--- config.mk ---
export PLATFORM = sky130hd
export DESIGN_NAME = pcm_echo_delay
export DESIGN_NICKNAME = d
export VERILOG_FILES = /design/src/rtl/pcm_echo_delay.sv
export SDC_FILE = /design/constraint.sdc
export NUM_CORES = 1
export LEC_CHECK = 0
export ABC_AREA = 0
export BUFFER_PORTS_ARGS = -buffer_cell sky130_fd_sc_hd__buf_2
export CAP_MARGIN = 15
export CORE_UTILIZATION = 35
export CTS_CLUSTER_SIZE = 28
export DETAILED_ROUTE_END_ITERATION = 8
export PLACE_DENSITY = 0.56
export SLEW_MARGIN = 20
export SYNTH_ARGS = -nofsm -noshare
export SYNTH_HDL_FRONTEND = slang
export SYNTH_SLANG_ARGS = --single-unit
--- constraint.sdc ---
create_clock -name clk -period 3.2 [get_ports clk]
set_input_delay 0.48 -clock clk [delete_from_list [all_inputs] [get_ports clk]]
set_output_delay 0.48 -clock clk [all_outputs]
set_load 0.02 [all_outputs]
--- src/rtl/pcm_echo_delay.sv ---
// Strobe-driven circular-buffer delay line for signed PCM with fill masking.
// Define ECHO_FEEDBACK_EN to add the saturating comb-echo feedback path.
module pcm_echo_delay #(
  parameter int DATA_W = 19,
  parameter int ADDR_W = 5
) (
  input  logic                     clk,
  input  logic                     rst,
  input  logic                     sample_en,
  input  logic [ADDR_W-1:0]        delay,
  input  logic [2:0]               fb_shift,
  input  logic signed [DATA_W-1:0] pcm_in,
  output logic signed [DATA_W-1:0] pcm_out,
  output logic                     out_valid
);
  localparam int DEPTH = 2 ** ADDR_W;
  localparam logic [ADDR_W-1:0] ONE_A = ADDR_W'(1);
  localparam logic [ADDR_W:0]   ONE_F = (ADDR_W + 1)'(1);
  localparam logic [ADDR_W:0]   FULL  = (ADDR_W + 1)'(DEPTH);

  logic signed [DATA_W-1:0] mem [DEPTH];
  logic [ADDR_W-1:0]        wr_ptr;
  logic [ADDR_W:0]          fill;
  logic [ADDR_W-1:0]        rd_addr;
  logic                     masked;
  logic signed [DATA_W-1:0] tap_p0;
  logic signed [DATA_W-1:0] wdata_p0;

  // Stage 0: pre-write read of the tap; slots not yet written since reset read as zero
  assign rd_addr = wr_ptr - delay - ONE_A;
  assign masked  = fill < ({1'b0, delay} + ONE_F);
  assign tap_p0  = masked ? '0 : mem[rd_addr];

`ifdef ECHO_FEEDBACK_EN
  function automatic logic signed [DATA_W-1:0] sat(input logic signed [DATA_W:0] v);
    // Overflow iff the guard bit disagrees with the sign bit of the narrowed result
    if (v[DATA_W] != v[DATA_W-1])
      sat = v[DATA_W] ? {1'b1, {(DATA_W-1){1'b0}}} : {1'b0, {(DATA_W-1){1'b1}}};
    else
      sat = v[DATA_W-1:0];
  endfunction

  logic signed [DATA_W-1:0] fb_p0;
  logic signed [DATA_W:0]   sum_p0;

  always_comb begin
    fb_p0 = '0;
    if (fb_shift != 3'd0)
      fb_p0 = tap_p0 >>> fb_shift;
    sum_p0 = $signed({pcm_in[DATA_W-1], pcm_in}) + $signed({fb_p0[DATA_W-1], fb_p0});
  end

  assign wdata_p0 = sat(sum_p0);
`else
  logic unused_fb;
  assign unused_fb = ^fb_shift;
  assign wdata_p0  = pcm_in;
`endif

  always_ff @(posedge clk) begin
    if (sample_en && !rst)
      mem[wr_ptr] <= wdata_p0;
  end

  // Stage 1: registered output and control state
  always_ff @(posedge clk) begin
    if (rst) begin
      wr_ptr    <= '0;
      fill      <= '0;
      pcm_out   <= '0;
      out_valid <= 1'b0;
    end else begin
      out_valid <= sample_en;
      if (sample_en) begin
        wr_ptr  <= wr_ptr + ONE_A;
        pcm_out <= tap_p0;
        if (fill != FULL)
          fill <= fill + ONE_F;
      end
    end
  end
endmodule

==> results.yml <==
logic_synthesis:
  yosysMostFrequentCell: "edfxtp_1"
  synth.avg_cell_area_sq_um: 21.5
  yosysSeqAreaShare_pct: 75.7
  synth_common_cells: "608 x edfxtp_1, 148 x mux4_2, 81 x mux2i_1, 54 x nor2_1, 36 x mux2_2"
  ys_ff_latch: 639
  netlist_area_sq_um: 24900
  synth_cell_types: 41
  syn_nets: 1205
  yosysWarnings: 0
  synth_enable_flop_cells: 608
  syn_inst: 1158
  synth_top_area_share_pct: 73.2
  synth_flop_cell: "edfxtp_1"
  synth_top_cell_by_area: "edfxtp_1"
  synth_area_leaders: "edfxtp_1 73%, mux4_2 13%, mux2i_1 3.3%"
  synthArstFlopShare_pct: 0
global_route:
  use_met2_pct: 25.3
  grtUsageMet1_pct: 21.7
  grt_antenna_before_repair: 1
  grt_busiest_layer: "met2"
  grt-ovfl-total: 0
  grtUsageMet3_pct: 3.01
  grt_pass1_vias: 12300
  grt_first_pass_wirelength_mm: 80.9
  grt_usage_pct: 15.7
  grt_max_degree: 53
power:
  vdd_drop_max_mv: 0.433
  power_density_nw_per_um2: 641
  leakage_nw: 9.44
clock_network:
  cts.clk_slew.worst_paths_ps: 60
  post_cts_resized: 0
  worst_skew_pair.late_latency_ps: 610
  holdBufCountCts: 0
  cts_tree: "done"
  root_buffer: "clkbuf_16"
  cts_made_buffers: 70
  cts_setup_buffers: 0
  clockBufferDepth: 3
  htreeDepth: 3
  cts_sinks: 639
outcome:
  outcome: "finished clean"
sta:
  finalSetupViolCount: 0
  fin_crit_ps: 2820
  achievable-frequency_ghz: 0.354
  finalClockSkew_ps: 20.9
  worstMarginPinSlew_ps: 598
  rsz0062_at_grt: "false"
  finalMaxSlewViolations: 0
  post-route-period-util_pct: 88.3
  fin_tns_setup_ps: 0
  hold_viol: 0
  slew_headroom_pct: 59.8
floorplan:
  fp-row-count: 97
  core_sq_um: 70300
  die-area_sq_um: 72300
  io_pins: 50
  die_w_um: 269
  start_util_pct: 35.5
  die_h_um: 269
placed_design:
  dp_hpwl_mm: 31.3
  gp_congestion: 0.760
  place_area_sq_um: 26900
  port_buffers: 46
route:
  drt_wl_total_mm: 54.9
  wl_per_cell_um: 24.0
  drtPass1Iterations: 5
  antenna_left: 0
  post-route-drc-count: 0
  drt_iter0_drc: 943
  vias: 11600
  routed_via_density: 5.08
hold_path:
  hold_path_class: "input pin to register"
worst_setup_path:
  path_class: "register to register"
  required_ps: 3670
  cpLargestDelayFamily: "adder cells"
  critPathArrivalTime_ps: 3290
  endpoint_kind: "register"
  crit_path_max_fanout: 37
  cp_slowest_cell: "fa_4"
  cp-start-kind: "register"
  critPathBufInv: 2
  cpPeakStageDelay_ps: 840
  crit_chain: "ha_4 -> fa_4 -> buf_12 -> buf_4 -> mux4_2 -> mux2i_1 -> mux2_2 -> o221ai_1"
cells_and_area:
  syn2layout_area_growth_pct: 16.4
  final_layout_size_suffix_gt1_share_pct: 32.3
  nNetsFinal: 1338
  n_antenna_cell: 0
  postLayoutCellArea_sq_um: 29000
job:
  cap_violations: 0
-- where the power goes --
part / leakage (nW) / internal (mW) / switching, mW
sequential: 5.72 / 9.19 / 0.0204
combinational: 2.70 / 1.02 / 1.02
clock: 1.02 / 4.16 / 3.18
-- worst reg2reg max path, delay by kind of cell (launching register included) --
kind | cells | cell delay (ps)
compound gates | 1 | 110
fa+ha+maj | 2 | 1050
mux | 3 | 660
buf+inv | 2 | 490
flops | 1 | 400
-- registers in the layout, indices dropped and copies added (netlist names) --
register	cells
pcm_out	19
out_valid	1
fill	6
wr_ptr	5
mem	608
-- layer usage --
metal / vias up / wire length [um]
met1: 6194 / 24700
met4: 2 / 1160
met2: 257 / 26500
met3: 79 / 2610
li1: 5074 / -
met5: - / 13
-- stage by stage --
stage | total power, mW | cells | hold WS [ps] | util (%) | worst slack [ps]
2_1_floorplan | 10.7 | 1158 | 499 | - | 429
3_3_place_gp | 11.5 | 2159 | 446 | 38.3 | 96.9
3_5_place_dp | 11.5 | 2159 | 449 | 38.3 | 88.2
4_1_cts | 18.9 | 2285 | 152 | 41.3 | 350
5_1_grt | 19.3 | 2285 | 173 | 41.3 | 242
6_report | 18.6 | 2285 | 191 | 41.3 | 375
-- layout by cell type, fill, tap and decap left out, drive strengths merged, types with 2 or more instances in the layout --
cell / count
nand2: 29
buf: 117
inv: 16
and3: 4
nand3: 5
xor2: 10
nand4: 5
o21ai: 3
a22o: 2
dfxtp: 31
xnor2: 6
edfxtp: 608
mux4: 148
or2: 2
mux2: 36
a21oi: 8
nor2b: 4
nor2: 54
clkbuf: 92
a22oi: 2
o22ai: 2
clkinv: 29
ha: 16
nand3b: 3
or3b: 3
mux2i: 81
o221ai: 18
-- kinds of logic after synthesis --
| group | Yosys count | share of synthesized area (%) |
|---|---|---|
| adder cells (fa/ha/maj) | 17 | 0.883 |
| XOR/XNOR | 16 | 0.637 |
| buffers and inverters | 67 | 1.23 |
| flip-flops | 639 | 75.7 |
| AO/OA/AOI/OAI | 41 | 1.26 |
| multiplexers | 265 | 18.2 |
| AND/OR/NAND/NOR | 113 | 2.04 |
-- final timing paths --
| path | end | cells after the start | from | slack (ps) |
|---|---|---|---|---|
| setup / recovery | pcm_out[16] | 8 | wr_ptr[0] | 380 |
| hold reg to reg | pcm_out[6] | 2 | pcm_out[6] | 460 |
| hold / removal | out_valid | 2 | rst | 190 |
| setup reg to reg | pcm_out[16] | 8 | wr_ptr[0] | 380 |
-- area by class of cell --
| cell class | instances | area (sq um) |
|---|---|---|
| clock buffers | 92 | 1880 |
| clock inverters | 34 | 210 |
| fillers | 6160 | 41300 |
| inverters | 11 | 41.3 |
| multi-input cells | 452 | 5870 |
| flip-flops and latches | 639 | 18900 |
| well taps | 940 | 1180 |
| repair buffers | 117 | 963 |
Note: power is estimated with default switching activity, not from simulation.
